===== src/rtl/dot_product_mac_16bits_if.sv =====
// Handshake bundle for dot_product_mac_16bits: vector start, pair input, result output.
interface dot_product_mac_16bits_if;
  logic               start;
  logic               in_valid;
  logic               in_ready;
  logic signed [15:0] a;
  logic signed [15:0] b;
  logic               out_valid;
  logic               out_ready;
  logic signed [15:0] out_data;
  logic               overflow;
  logic               busy;

  modport master (
    output start, in_valid, a, b, out_ready,
    input  in_ready, out_valid, out_data, overflow, busy
  );

  modport slave (
    input  start, in_valid, a, b, out_ready,
    output in_ready, out_valid, out_data, overflow, busy
  );
endinterface


===== src/rtl/dot_product_mac_16bits.sv =====
// Sequential Q1.14 dot-product engine with a floor-truncating 16-bit multiplier.
// Optional macro SATURATE_EN clamps out_data on overflow instead of wrapping.

module fixed_width_multiply_16bits (
  input  logic signed [15:0] a,
  input  logic signed [15:0] b,
  output logic signed [15:0] p
);
  logic signed [31:0] full;
  assign full = a * b;
  // Arithmetic shift floors toward -inf; keep the low 16 bits of the Q1.14 result
  assign p = 16'(full >>> 14);
endmodule

module dot_product_mac_16bits #(
  parameter int VEC_LEN = 4,
  parameter int ACC_W   = 24
) (
  input logic                     clk,
  input logic                     rst_n,
  dot_product_mac_16bits_if.slave bus
);
  typedef enum logic [1:0] {IDLE, ACC, DRAIN, DONE} state_t;

  localparam logic [7:0]              VEC_LEN_C = 8'(VEC_LEN);
  localparam logic signed [ACC_W-1:0] ACC_MAX   = ACC_W'(32767);
  localparam logic signed [ACC_W-1:0] ACC_MIN   = ACC_W'(-32768);

  state_t                  state, state_nxt;
  logic [7:0]              count;
  logic [1:0]              vld_pipe;
  logic signed [15:0]      a_r, b_r, prod_w, prod;
  logic signed [ACC_W-1:0] acc;
  logic                    in_ready, busy, accept, out_hs, acc_ovf;
  logic                    out_valid, overflow;
  logic signed [15:0]      out_data, res;

  fixed_width_multiply_16bits u_mul (.a(a_r), .b(b_r), .p(prod_w));

  assign accept = bus.in_valid && in_ready;
  assign out_hs = out_valid && bus.out_ready;
  assign acc_ovf = (acc > ACC_MAX) || (acc < ACC_MIN);

`ifdef SATURATE_EN
  assign res = (acc > ACC_MAX) ? 16'sh7fff :
               (acc < ACC_MIN) ? 16'sh8000 : acc[15:0];
`else
  assign res = acc[15:0];
`endif

  always_ff @(posedge clk or negedge rst_n) begin
    if (!rst_n) state <= IDLE;
    else        state <= state_nxt;
  end

  always_comb begin
    state_nxt = state;
    in_ready  = 1'b0;
    busy      = (state != IDLE);
    case (state)
      IDLE:  if (bus.start) state_nxt = ACC;
      ACC: begin
        in_ready = (count < VEC_LEN_C);
        if (accept && count == VEC_LEN_C - 8'd1) state_nxt = DRAIN;
      end
      // Operand and product stages must both be empty before acc is final
      DRAIN: if (vld_pipe == 2'b00) state_nxt = DONE;
      DONE:  if (out_hs) state_nxt = IDLE;
      default: state_nxt = IDLE;
    endcase
  end

  always_ff @(posedge clk or negedge rst_n) begin
    if (!rst_n) begin
      vld_pipe  <= '0;
      a_r       <= '0;
      b_r       <= '0;
      prod      <= '0;
      acc       <= '0;
      count     <= '0;
      out_valid <= 1'b0;
      out_data  <= '0;
      overflow  <= 1'b0;
    end else begin
      vld_pipe <= {vld_pipe[0], accept};
      if (accept) begin
        a_r   <= bus.a;
        b_r   <= bus.b;
        count <= count + 8'd1;
      end
      if (vld_pipe[0]) prod <= prod_w;
      if (vld_pipe[1]) acc <= acc + {{(ACC_W-16){prod[15]}}, prod};
      if (state == IDLE && bus.start) begin
        acc   <= '0;
        count <= '0;
      end
      if (state == DRAIN && state_nxt == DONE) begin
        out_valid <= 1'b1;
        out_data  <= res;
        overflow  <= acc_ovf;
      end else if (out_hs) begin
        out_valid <= 1'b0;
      end
    end
  end

  assign bus.in_ready  = in_ready;
  assign bus.busy      = busy;
  assign bus.out_valid = out_valid;
  assign bus.out_data  = out_data;
  assign bus.overflow  = overflow;
endmodule


===== src/flat_wrapper.sv =====
// flat-port wrapper written by rule: the top's interface ports become plain ports
module dot_product_mac_16bits_flat 
#(
  parameter int VEC_LEN = 4,
  parameter int ACC_W   = 24
)
  (clk, rst_n, bus_start, bus_in_valid, bus_a, bus_b, bus_out_ready, bus_in_ready, bus_out_valid, bus_out_data, bus_overflow, bus_busy);
  dot_product_mac_16bits_if bus_i ();
  input logic clk;
  input logic rst_n;
  input wire logic [$bits(bus_i.start)-1:0] bus_start;
  input wire logic [$bits(bus_i.in_valid)-1:0] bus_in_valid;
  input wire logic [$bits(bus_i.a)-1:0] bus_a;
  input wire logic [$bits(bus_i.b)-1:0] bus_b;
  input wire logic [$bits(bus_i.out_ready)-1:0] bus_out_ready;
  output wire logic [$bits(bus_i.in_ready)-1:0] bus_in_ready;
  output wire logic [$bits(bus_i.out_valid)-1:0] bus_out_valid;
  output wire logic [$bits(bus_i.out_data)-1:0] bus_out_data;
  output wire logic [$bits(bus_i.overflow)-1:0] bus_overflow;
  output wire logic [$bits(bus_i.busy)-1:0] bus_busy;
  assign bus_i.start = bus_start;
  assign bus_i.in_valid = bus_in_valid;
  assign bus_i.a = bus_a;
  assign bus_i.b = bus_b;
  assign bus_i.out_ready = bus_out_ready;
  assign bus_in_ready = bus_i.in_ready;
  assign bus_out_valid = bus_i.out_valid;
  assign bus_out_data = bus_i.out_data;
  assign bus_overflow = bus_i.overflow;
  assign bus_busy = bus_i.busy;
  dot_product_mac_16bits #(.VEC_LEN(VEC_LEN), .ACC_W(ACC_W)) u_core (.clk(clk), .rst_n(rst_n), .bus(bus_i));
endmodule

===== config.mk =====
export PLATFORM = sky130hd
export DESIGN_NAME = dot_product_mac_16bits_flat
export DESIGN_NICKNAME = d
export VERILOG_FILES = /design/src/rtl/dot_product_mac_16bits_if.sv /design/src/rtl/dot_product_mac_16bits.sv /design/src/flat_wrapper.sv
export SDC_FILE = /design/constraint.sdc
export NUM_CORES = 1
export LEC_CHECK = 0
export ABC_AREA = 1
export BUFFER_PORTS_ARGS = -buffer_cell sky130_fd_sc_hd__buf_2
export CORE_MARGIN = 5
export CORE_UTILIZATION = 45
export CTS_BUF_LIST = sky130_fd_sc_hd__clkbuf_8 sky130_fd_sc_hd__clkbuf_16
export DETAILED_ROUTE_END_ITERATION = 10
export PLACE_DENSITY = 0.72
export SLEW_MARGIN = 20
export SYNTH_ARGS = -nofsm -noshare
export SYNTH_HDL_FRONTEND = slang
export SYNTH_SLANG_ARGS = --single-unit
export TNS_END_PERCENT = 5

===== constraint.sdc =====
create_clock -name clk -period 13.9 [get_ports clk]
set_input_delay 1.39 -clock clk [delete_from_list [all_inputs] [get_ports clk]]
set_output_delay 1.39 -clock clk [all_outputs]
set_load 0.005 [all_outputs]

==> run summary, run 1 <==
## Global route
• 64.5 mm — first-pass GRT wire length
• 0.208 — overall global routing resource usage
• 13100 — via count of the first global-routing pass
• 0 — initial antenna violation count
• 60 — pin count of the biggest net entering global routing
• 0 — GRT Residual Overflow

## Placed design
• 30.0 mm — half-perimeter wire length of the detailed placement result
• 2485 — cell total after placement
• 0.925 — placer's final routability congestion estimate
• 56 — Port Buffers

## Yosys
• 2057 — Gate Count Post-Synth
• sky130_fd_sc_hd__fa_1, sky130_fd_sc_hd__dfrtp_1, sky130_fd_sc_hd__nand2_1 — most area-consuming cells after synthesis
• 15300 um^2 — synthesized area
• 0 — YS warnings
• 2442 — Synth Net Count
• 102 — Yosys reg bits
• sky130_fd_sc_hd__dfrtp_1 — dominant register cell in the synthesized netlist
• 41 — Netlist cell types
• 7.46 um^2 — average cell area after synthesis
• 0.166 — sequential area share after synthesis
• 0 — Post-synth EDFFs
• 0.324 — post-synth top area share
• 1.00 — Async S/R FF share, synth
• sky130_fd_sc_hd__fa_1 — cell type with the largest total area after synthesis

## CTS
• 0.39 ns — worst-skew pair later-pin latency
• 0 — post-cts sizing count
• done — clock tree from TritonCTS
• sky130_fd_sc_hd__clkbuf_16 — cell at the root of the clock tree
• 3 — H-tree levels
• 102 — Sinks on Clock Net
• 9 — Inserted Clock Buffers
• 0 — number of hold buffers added after CTS
• 0.10 ns — clock-pin transition on the worst setup and hold timing paths
• 2 — largest buffer count on any clock path
• 0 — Setup Fix Bufs, Post-CTS

## Drt
• 802 — Iter 0 DRT Violations
• 9 — Detailed Routing Iterations Pass 1
• 0 — DRC errors left
• 12600 — vias
• 37.6 mm — Detailed Route WL
• 5.03 — routed via count divided by cell count
• 0 — antenna viol nets, final
• 15.0 um — average routed wire per standard cell

## Status
• completed — result of the run

## Worst setup path
• register — crit path capture type
• nand2_1 > inv_1 > fa_1 > inv_1 > fa_1 > inv_1 > fa_1 > fa_1 > fa_1 > inv_1 > fa_1 > inv_1 > ha_1 > nand2_1 > nor2_1 > inv_1 > nor3_1 > nand3_1 > nand3_1 > nand2_1 > nand3_1 > nand2_1 — Cell Chain, Critical Path
• register — CP startpoint kind
• register to register — kind of critical path
• 0.67 ns — CP max stage delay
• sky130_fd_sc_hd__fa_1 — master of the slowest instance on the critical path
• 16 — highest fanout seen on the critical path
• 6.60 ns — CP arrival
• 14.16 ns — Worst EP required

## Layout
• 3362 — Fillers
• 2433 — # nets final
• 0.0448 — layout cell share with drive strength beyond 1
• sky130_fd_sc_hd__nand2_1 — most frequent standard cell in the layout excluding fill and tap cells
• 0 — diode count
• sky130_fd_sc_hd__nand2_1, sky130_fd_sc_hd__inv_1, sky130_fd_sc_hd__fa_1, sky130_fd_sc_hd__nor2_1, sky130_fd_sc_hd__dfrtp_1 — commonest non-fill, non-tap cells in the layout
• 5.31% — Syn-to-layout area delta
• 2501 — number of cells in the finished layout apart from fillers

## Die
• 67 — Rows
• 37900 um^2 — floorplan die area
• 195 um — vertical die dimension
• 0.456 — initial core utilization
• 57 — ports placed on the boundary
• 195 um — die width
• 33600 um^2 — Core Area

## Hold path
• register to register — Hold Path Class

## STA
• 0 — final slew viol count
• 158 MHz — highest clock rate
• 0 — Finish-stage setup viols
• 0 ns — Setup TNS
• 0.0257 ns — worst clock skew
• 0.430 — headroom to the max-slew limit
• false — setup repair after global routing missed its margin
• 0 — number of hold violations in the final report
• 6.34 ns — min cycle time layout
• 0.456 — final cycle utilization of the critical path
• 0.854 ns — transition at the pin with the smallest max-transition slack

## Job
• 0 — max-cap violation count

[cells by family after synthesis]
group,count (synthesis),synth area share
buffers and inverters,596,0.148
AO/OA/AOI/OAI,143,0.0497
XOR/XNOR,8,0.00457
adder cells (fa/ha/maj),348,0.405
flip-flops,102,0.166
AND/OR/NAND/NOR,860,0.226
[per-layer routing]
layer / wire length [um] / global-route usage / share of wire / up-vias
met5: 0 / 0 / 0 / -
met4: 892 / 0.0609 / 0.024 / 0
met3: 2250 / 0.0298 / 0.060 / 65
met2: 18100 / 0.359 / 0.48 / 425
met1: 16300 / 0.273 / 0.43 / 6099
li1: - / - / - / 5982
[critical path: cells and delay by family, from the launching register on]
family        cells  cell delay, ns
fa+ha+maj         7            3.78
buf+inv           6            0.60
flops             1            0.66
simple gates      9            1.17
[registers in the layout, indices dropped and copies added (netlist names)]
register / count
u_core.a_r: 16
u_core.acc: 24
u_core.b_r: 16
u_core.bus.out_data: 16
u_core.bus.out_valid: 1
u_core.bus.overflow: 1
u_core.count: 8
u_core.prod: 16
u_core.state: 2
u_core.vld_pipe: 2
[cells in the mapped netlist (10+ instances only)]
cell and instances:
sky130_fd_sc_hd__a21oi_1 54, sky130_fd_sc_hd__clkbuf_1 62, sky130_fd_sc_hd__dfrtp_1 102, sky130_fd_sc_hd__fa_1 248, sky130_fd_sc_hd__ha_1 100, sky130_fd_sc_hd__inv_1 516
sky130_fd_sc_hd__nand2_1 638, sky130_fd_sc_hd__nand3_1 63, sky130_fd_sc_hd__nand4_1 16, sky130_fd_sc_hd__nor2_1 103, sky130_fd_sc_hd__nor3_1 10, sky130_fd_sc_hd__o21ai_0 56
sky130_fd_sc_hd__o21ai_1 11
[through the flow]
step / hold WS, ns / setup WS, ns / util / area [um^2]
2_1_floorplan: 0.453 / 8.29 / - / 15300
3_3_place_gp: 0.450 / 7.75 / 0.472 / 15900
3_5_place_dp: 0.455 / 7.68 / 0.472 / 15900
4_1_cts: 0.475 / 7.62 / 0.481 / 16200
5_1_grt: 0.495 / 7.20 / 0.481 / 16200
6_report: 0.470 / 7.56 / 0.481 / 16200
[cell type report]
cell class | count | area [um^2] | area share
Multi-Input combinational cell | 1359 | 10500 | 0.651
Clock buffer | 9 | 225 | 0.0139
Clock inverter | 7 | 61.3 | 0.00379
Inverter | 519 | 1950 | 0.121
Sequential cell | 102 | 2550 | 0.158
Tap cell | 448 | 561 | 0.0347
Timing Repair Buffer | 57 | 290 | 0.0180
[path summary, 6_finish.rpt]
path | slack, ns | end | from | depth (start not counted)
worst max-delay path | 7.56 | u_core.prod[10]$_DFFE_PN0P_ | u_core.b_r[1]$_DFFE_PN0P_ | 22
worst min-delay path | 0.47 | u_core.bus.out_data[9]$_DFFE_PN0P_ | u_core.bus.out_data[9]$_DFFE_PN0P_ | 2
worst max register to register | 7.56 | u_core.prod[10]$_DFFE_PN0P_ | u_core.b_r[1]$_DFFE_PN0P_ | 22
worst min register to register | 0.47 | u_core.bus.out_data[9]$_DFFE_PN0P_ | u_core.bus.out_data[9]$_DFFE_PN0P_ | 2
max in group asynchronous | 11.67 | u_core.b_r[7]$_DFFE_PN0P_ | rst_n | 2
min in group asynchronous | 1.00 | u_core.bus.overflow$_DFFE_PN0P_ | rst_n | 1
Power of run 1 is left out: the tool's default activity adds up to more than one toggle a clock period on the data nets, which glitch-free logic cannot reach.
==> run 2: changes to the inputs <==
--- a/config.mk
+++ b/config.mk
@@ -11,7 +11,7 @@
 export CORE_UTILIZATION = 45
 export CTS_BUF_LIST = sky130_fd_sc_hd__clkbuf_8 sky130_fd_sc_hd__clkbuf_16
 export DETAILED_ROUTE_END_ITERATION = 10
-export PLACE_DENSITY = 0.72
+export PLACE_DENSITY = 0.74
 export SLEW_MARGIN = 20
 export SYNTH_ARGS = -nofsm -noshare
 export SYNTH_HDL_FRONTEND = slang
==> constraint.sdc (replaced) <==
create_clock -name clk -period 5.39 [get_ports clk]
set_input_delay 0.539 -clock clk [delete_from_list [all_inputs] [get_ports clk]]
set_output_delay 0.539 -clock clk [all_outputs]
set_load 0.005 [all_outputs]
==> run 2 against run 1 <==
  * The run now ends with negative setup slack left
  * Cell count up 6.4%
  * Critical path depth is 2 higher
  * Sequential share of layout area shrank 1.5 points
  * Core utilization rose by 5.5 points
  * Via count is 4.2% higher
  * Largest cell class unchanged
  * Wire length increased by 2.0%
  * Maximum frequency up 17%
  * Critical endpoint is now u_core.prod[14]$_DFFE_PN0P_
  * Clock-buffer cell count is 3 higher
  * Worst hold slack lost 0.26 ns
  * First-iteration DRC count is 5.0% lower
==> run summary, run 2 (same netlist as run 1, synthesis figures left out) <==
## Status
• finished with violations — result of the run
• negative setup slack — violated checks

## Layout
• 0 — diode count, unchanged
• sky130_fd_sc_hd__nand2_1 — most frequent standard cell in the layout excluding fill and tap cells
• 0.162 — layout cell share with drive strength beyond 1, +0.117
• u_core.acc — Most flops, register
• 2570 um^2 — sequential standard cell area, +0.83%
• 24 — max reg flops, unchanged
• 2594 — # nets final, +6.6%
• 11000 um^2 — Multi-input gate area, +4.2%
• 17.3% — Syn-to-layout area delta
• 3108 — Fillers, -7.6%
• sky130_fd_sc_hd__nand2_1, sky130_fd_sc_hd__inv_1, sky130_fd_sc_hd__fa_1, sky130_fd_sc_hd__buf_4, sky130_fd_sc_hd__nor2_1 — commonest non-fill, non-tap cells in the layout

## STA
• 0 — final slew viol count, unchanged
• 0.499 — headroom to the max-slew limit, +0.0689
• 0.212 ns — worst slack on hold paths, -0.258 ns
• 0.750 ns — transition at the pin with the smallest max-transition slack, -0.104 ns
• 5.40 ns — min cycle time layout, -0.941 ns
• 185 MHz — highest clock rate, +17%
• 0 — number of hold violations in the final report, unchanged
• -0.0127 ns — worst setup slack after layout, -7.57 ns
• 0.0141 ns — worst clock skew, -0.0116 ns
• true — setup repair after global routing missed its margin
• 1 — Finish-stage setup viols, +1
• 1.00 — final cycle utilization of the critical path, +0.546

## CTS
• 0.08 ns — clock-pin transition on the worst setup and hold timing paths, -0.02 ns
• 9 — Inserted Clock Buffers, unchanged
• 102 — Sinks on Clock Net, unchanged
• 3 — H-tree levels, unchanged
• done — clock tree from TritonCTS
• 0 — number of hold buffers added after CTS, unchanged
• 0.38 ns — worst-skew pair later-pin latency, about the same
• 2 — largest buffer count on any clock path, unchanged
• sky130_fd_sc_hd__clkbuf_16 — cell at the root of the clock tree

## Drt
• 762 — Iter 0 DRT Violations, -5.0%
• 13100 — vias, +4.2%
• 0 — antenna viol nets, final, unchanged
• 38.3 mm — Detailed Route WL, +2.0%
• 5 — Detailed Routing Iterations Pass 1, -4
• 4.92 — routed via count divided by cell count, -2.1%
• 14.4 um — average routed wire per standard cell, -4.2%
• 0 — DRC errors left, unchanged

## Die
• 67 — Rows, unchanged
• 195 um — die width, unchanged
• 33600 um^2 — Core Area, unchanged
• 0.456 — initial core utilization, unchanged
• 195 um — vertical die dimension, unchanged
• 57 — ports placed on the boundary, unchanged
• 37900 um^2 — floorplan die area, unchanged

## Worst setup path
• 5 — highest fanout seen on the critical path, -11
• u_core.a_r[15]$_DFFE_PN0P_ — first element of the critical path
• u_core.prod[14]$_DFFE_PN0P_ — reg-to-reg critical path endpoint
• register — crit path capture type
• 24 — length in cells of the worst reg-to-reg path, +9.1%
• 5.68 ns — CP arrival, -0.92 ns
• u_core.a_r[15]$_DFFE_PN0P_ — startpoint of the most critical register-to-register path
• register — CP startpoint kind
• -0.01 ns — Reg2Reg Setup Slack, -7.57 ns
• 5.67 ns — Worst EP required, -8.49 ns
• register to register — kind of critical path

## Global route
• 59 — pin count of the biggest net entering global routing, -1.7%
• 0 — initial antenna violation count, unchanged
• 0 — GRT Residual Overflow, unchanged
• 0.209 — overall global routing resource usage, +0.00147
• 65.1 mm — first-pass GRT wire length, +0.78%
• 13600 — via count of the first global-routing pass, +3.5%

## Placed design
• 56 — Port Buffers, unchanged
• 31.4 mm — half-perimeter wire length of the detailed placement result, +4.5%
• 0.927 — placer's final routability congestion estimate, +0.21%

## Hold path
• input pin to asynchronous set/reset pin — Hold Path Class

## Job
• 0 — max-cap violation count, unchanged

## run 2: timing repair
| action | in CTS | in global routing |
|---|---|---|
| gates cloned | 0 | 0 |
| buffers inserted | 15 | 7 |
| pin swaps | 35 | 21 |
| endpoints found under the setup margin | 16 | 16 |
| gates resized for setup | 65 | 57 |
## run 2: how the worst max path moves through the flow
stage / endpoint / slack, ns / depth (start not counted)
final: u_core.prod[14]$_DFFE_PN0P_ / -0.01 / 24
after global routing: u_core.prod[13]$_DFFE_PN0P_ / -0.23 / 25
after CTS: u_core.prod[10]$_DFFE_PN0P_ / -0.02 / 22
after detailed placement: u_core.prod[13]$_DFFE_PN0P_ / -0.28 / 21
after global placement: u_core.prod[13]$_DFFE_PN0P_ / -0.21 / 21
after floorplan: u_core.prod[10]$_DFFE_PN0P_ / -0.03 / 24
## run 2: routing by layer
metal | up-vias | wire (um) | share of wire | track usage
met2 | 346 | 19200 | 0.50 | 0.370
met4 | 0 | 1050 | 0.027 | 0.0591
met1 | 6363 | 16300 | 0.43 | 0.271
met5 | - | 0 | 0 | 0
li1 | 6310 | - | - | -
met3 | 81 | 1780 | 0.046 | 0.0258
## run 2: per-stage QoR
| step | instance area [um^2] | worst slack (ns) | setup TNS [ns] | instances | util |
|---|---|---|---|---|---|
| 6_report | 18000 | -0.0127 | -0.0127 | 2662 | 0.536 |
| 5_1_grt | 18000 | -0.228 | -2.20 | 2662 | 0.536 |
| 4_1_cts | 17700 | -0.0213 | -0.0613 | 2655 | 0.526 |
| 3_5_place_dp | 17000 | -0.279 | -2.50 | 2624 | 0.507 |
| 3_3_place_gp | 17000 | -0.212 | -1.45 | 2624 | 0.507 |
| 2_1_floorplan | 15400 | -0.0340 | -0.101 | 2057 | - |
## run 2: critical path: stages, from the launching register on
cell,delay (ns)
sky130_fd_sc_hd__dfrtp_2,0.45
sky130_fd_sc_hd__buf_12,0.14
sky130_fd_sc_hd__nand2_1,0.10
sky130_fd_sc_hd__inv_1,0.09
sky130_fd_sc_hd__fa_1,0.51
sky130_fd_sc_hd__buf_4,0.16
sky130_fd_sc_hd__buf_4,0.13
sky130_fd_sc_hd__fa_1,0.55
sky130_fd_sc_hd__fa_1,0.43
sky130_fd_sc_hd__fa_1,0.48
sky130_fd_sc_hd__fa_1,0.50
sky130_fd_sc_hd__inv_1,0.06
sky130_fd_sc_hd__fa_1,0.55
sky130_fd_sc_hd__inv_2,0.05
sky130_fd_sc_hd__ha_4,0.29
sky130_fd_sc_hd__nand2_2,0.07
sky130_fd_sc_hd__nor3_2,0.10
sky130_fd_sc_hd__inv_1,0.06
sky130_fd_sc_hd__nor2_1,0.13
sky130_fd_sc_hd__and3_1,0.16
sky130_fd_sc_hd__nand2_1,0.07
sky130_fd_sc_hd__nand2_1,0.06
sky130_fd_sc_hd__nand2_1,0.04
sky130_fd_sc_hd__nand3_1,0.06
sky130_fd_sc_hd__nand2_1,0.06
## run 2: layout make-up
cell class,instances,share of cell area
clock buffer,12,0.0148
clock inverter,4,0.00188
multi-input combinational,1359,0.609
timing repair buffer,218,0.0920
inverter,519,0.108
sequential,102,0.143
tap,448,0.0311
Power of run 2 is left out for the same reason.
==> run 3: changes to the inputs <==
--- a/config.mk
+++ b/config.mk
@@ -5,13 +5,12 @@
 export SDC_FILE = /design/constraint.sdc
 export NUM_CORES = 1
 export LEC_CHECK = 0
-export ABC_AREA = 1
 export BUFFER_PORTS_ARGS = -buffer_cell sky130_fd_sc_hd__buf_2
 export CORE_MARGIN = 5
 export CORE_UTILIZATION = 45
 export CTS_BUF_LIST = sky130_fd_sc_hd__clkbuf_8 sky130_fd_sc_hd__clkbuf_16
 export DETAILED_ROUTE_END_ITERATION = 10
-export PLACE_DENSITY = 0.74
+export PLACE_DENSITY = 0.75
 export SLEW_MARGIN = 20
 export SYNTH_ARGS = -nofsm -noshare
 export SYNTH_HDL_FRONTEND = slang
==> run 3 against run 2 <==
  * The run still ends with negative setup slack left
  * Via count shrank 19%
  * Core utilization down 0.37 points
  * Sequential share of layout area grew 1.5 points
  * First-iteration DRC count down 29%
  * Global-route usage decreased by 0.61 points
  * Synthesized cell count fell by 28%
  * Clock-buffer cell count is 3 lower
  * Critical path type unchanged
  * Largest cell class unchanged
  * Highest routed layer unchanged
==> run summary, run 3 <==
## Layout
• 2025 — # nets final, -22%
• 24 — max reg flops, unchanged
• 0.532 — Final Core Density, -0.00375
• 0 — diode count, unchanged
• sky130_fd_sc_hd__inv_1 — most frequent standard cell in the layout excluding fill and tap cells
• u_core.acc — Most flops, register
• 0.189 — layout cell share with drive strength beyond 1, +0.0274
• 10400 um^2 — Multi-input gate area, -5.0%
• 2665 — Fillers, -14%
• 2580 um^2 — sequential standard cell area, +0.19%
• 15.9% — Syn-to-layout area delta
• sky130_fd_sc_hd__inv_1, sky130_fd_sc_hd__fa_1, sky130_fd_sc_hd__nand2_1, sky130_fd_sc_hd__buf_4, sky130_fd_sc_hd__and2_1 — commonest non-fill, non-tap cells in the layout

## CTS
• 9 — Inserted Clock Buffers, unchanged
• 0.08 ns — clock-pin transition on the worst setup and hold timing paths, about the same
• 0.37 ns — worst-skew pair later-pin latency, about the same
• done — clock tree from TritonCTS
• sky130_fd_sc_hd__clkbuf_16 — cell at the root of the clock tree
• 3 — H-tree levels, unchanged
• 102 — Sinks on Clock Net, unchanged
• 2 — largest buffer count on any clock path, unchanged
• 0 — number of hold buffers added after CTS, unchanged

## Drt
• 10600 — vias, -19%
• 0 — antenna viol nets, final, unchanged
• 0 — DRC errors left, unchanged
• 5.21 — routed via count divided by cell count, +5.9%
• 544 — Iter 0 DRT Violations, -29%
• 5 — Detailed Routing Iterations Pass 1, unchanged
• 16.9 um — average routed wire per standard cell, +17%
• 34.4 mm — Detailed Route WL, -10%

## Yosys
• 57 — Netlist cell types, +39%
• 0.352 — post-synth top area share, +0.0284
• sky130_fd_sc_hd__fa_1 — cell type with the largest total area after synthesis
• 1486 — Gate Count Post-Synth, -28%
• 9.49 um^2 — average cell area after synthesis, +27%
• 0 — YS warnings, unchanged
• 102 — Yosys reg bits, unchanged
• sky130_fd_sc_hd__dfrtp_1 — dominant register cell in the synthesized netlist
• 0 — Post-synth EDFFs, unchanged
• sky130_fd_sc_hd__inv_1, sky130_fd_sc_hd__fa_1, sky130_fd_sc_hd__nand2_1 — leading cell types by count after synthesis
• 1.00 — Async S/R FF share, synth, unchanged
• sky130_fd_sc_hd__inv_1 — most instantiated library cell after synthesis
• 14100 um^2 — synthesized area, -8.1%
• 1871 — Synth Net Count, -23%
• sky130_fd_sc_hd__fa_1, sky130_fd_sc_hd__dfrtp_1, sky130_fd_sc_hd__ha_1 — most area-consuming cells after synthesis
• 0.181 — sequential area share after synthesis, +0.0146

## Worst setup path
• u_core.b_r[4]$_DFFE_PN0P_ — startpoint of the most critical register-to-register path
• register — crit path capture type
• u_core.prod[14]$_DFFE_PN0P_ — reg-to-reg critical path endpoint
• 6 — highest fanout seen on the critical path, +1
• register to register — kind of critical path
• 6.26 ns — CP arrival, +0.58 ns
• -0.63 ns — Reg2Reg Setup Slack, -0.62 ns
• 5.63 ns — Worst EP required, -0.04 ns
• 20 — length in cells of the worst reg-to-reg path, -17%
• u_core.b_r[4]$_DFFE_PN0P_ — first element of the critical path
• register — CP startpoint kind

## Die
• 57 — ports placed on the boundary, unchanged
• 64 — Rows, -4.5%
• 187 um — vertical die dimension, -3.9%
• 30700 um^2 — Core Area, -8.5%
• 35000 um^2 — floorplan die area, -7.7%
• 0.459 — initial core utilization, +0.00223
• 187 um — die width, -3.9%

## Global route
• 11800 — via count of the first global-routing pass, -14%
• 0 — initial antenna violation count, unchanged
• 0 — GRT Residual Overflow, unchanged
• 57.9 mm — first-pass GRT wire length, -11%
• 56 — pin count of the biggest net entering global routing, -5.1%
• 0.203 — overall global routing resource usage, -0.00613

## STA
• 166 MHz — highest clock rate, -10%
• 0.938 ns — transition at the pin with the smallest max-transition slack, +0.188 ns
• -6.97 ns — Setup TNS, -6.96 ns
• 0 — number of hold violations in the final report, unchanged
• -0.628 ns — worst setup slack after layout, -0.616 ns
• true — setup repair after global routing missed its margin
• 1.12 — final cycle utilization of the critical path, +0.114
• 0.217 ns — worst slack on hold paths, +0.00476 ns
• 0.0137 ns — worst clock skew, -0.000361 ns
• 0 — final slew viol count, unchanged
• 16 — Finish-stage setup viols, +15
• 6.02 ns — min cycle time layout, +0.616 ns
• 0.373 — headroom to the max-slew limit, -0.126

## Status
• finished with violations — result of the run
• negative setup slack — violated checks

## Placed design
• 56 — Port Buffers, unchanged
• 27.6 mm — half-perimeter wire length of the detailed placement result, -12%
• 0.880 — placer's final routability congestion estimate, -5.0%

## Hold path
• input pin to asynchronous set/reset pin — Hold Path Class

## Job
• 0 — max-cap violation count, unchanged

[run 3: worst max-delay path: stages, from the launching register on]
cell	delay, ns
sky130_fd_sc_hd__dfrtp_2	0.46
sky130_fd_sc_hd__buf_4	0.15
sky130_fd_sc_hd__buf_4	0.13
sky130_fd_sc_hd__and2_1	0.17
sky130_fd_sc_hd__fa_1	0.56
sky130_fd_sc_hd__fa_1	0.45
sky130_fd_sc_hd__fa_1	0.52
sky130_fd_sc_hd__fa_1	0.52
sky130_fd_sc_hd__fa_1	0.51
sky130_fd_sc_hd__inv_1	0.06
sky130_fd_sc_hd__fa_1	0.54
sky130_fd_sc_hd__inv_1	0.04
sky130_fd_sc_hd__ha_1	0.32
sky130_fd_sc_hd__nand3_2	0.11
sky130_fd_sc_hd__o2bb2ai_4	0.07
sky130_fd_sc_hd__o41ai_4	0.38
sky130_fd_sc_hd__nand2_1	0.11
sky130_fd_sc_hd__o21a_4	0.24
sky130_fd_sc_hd__a21o_1	0.19
sky130_fd_sc_hd__a211oi_1	0.28
sky130_fd_sc_hd__o2bb2ai_1	0.11
[run 3: what timing repair did]
| item | 4_1_cts | 5_1_grt |
|---|---|---|
| endpoints found under the setup margin | 16 | 16 |
| gates resized for setup | 48 | 9 |
| pin swaps | 35 | 6 |
| buffers inserted | 18 | 2 |
[run 3: worst max path at each step]
stage,slack [ns],cells after the start,endpoint
final,-0.63,20,u_core.prod[14]$_DFFE_PN0P_
after global routing,-0.80,21,u_core.prod[13]$_DFFE_PN0P_
after CTS,-0.58,21,u_core.prod[13]$_DFFE_PN0P_
after detailed placement,-0.66,20,u_core.prod[13]$_DFFE_PN0P_
after global placement,-0.54,20,u_core.prod[13]$_DFFE_PN0P_
after floorplan,-0.34,22,u_core.prod[13]$_DFFE_PN0P_
[run 3: kinds of logic after synthesis]
logic type	synth area share
compound gates	0.0605
xor+xnor	0.0286
fa+ha+maj	0.441
buf+inv	0.0945
flops	0.181
mux	0.0318
simple gates	0.163
[run 3: cell type report]
cell class / count / share of cell area
Multi-Input combinational cell: 1029 / 0.637
Tap cell: 396 / 0.0303
Clock inverter: 7 / 0.00497
Timing Repair Buffer: 197 / 0.0875
Clock buffer: 9 / 0.0138
Inverter: 301 / 0.0691
Sequential cell: 102 / 0.158
[run 3: metrics by stage]
step	instance area [um^2]	worst slack (ns)	instances
finish	16400	-0.628	2041
global route	16400	-0.800	2041
CTS	16300	-0.580	2039
detailed placement	15700	-0.661	2005
global placement	15700	-0.539	2005
floorplan	14300	-0.341	1486
[run 3: layer usage]
metal  vias up  track usage  share of wire
met2       295        0.360           0.51
met3        84       0.0325          0.055
met5         -            0              0
met4         0       0.0703          0.036
li1       4840            -              -
met1      5419        0.253           0.40
Power of run 3 is left out for the same reason.
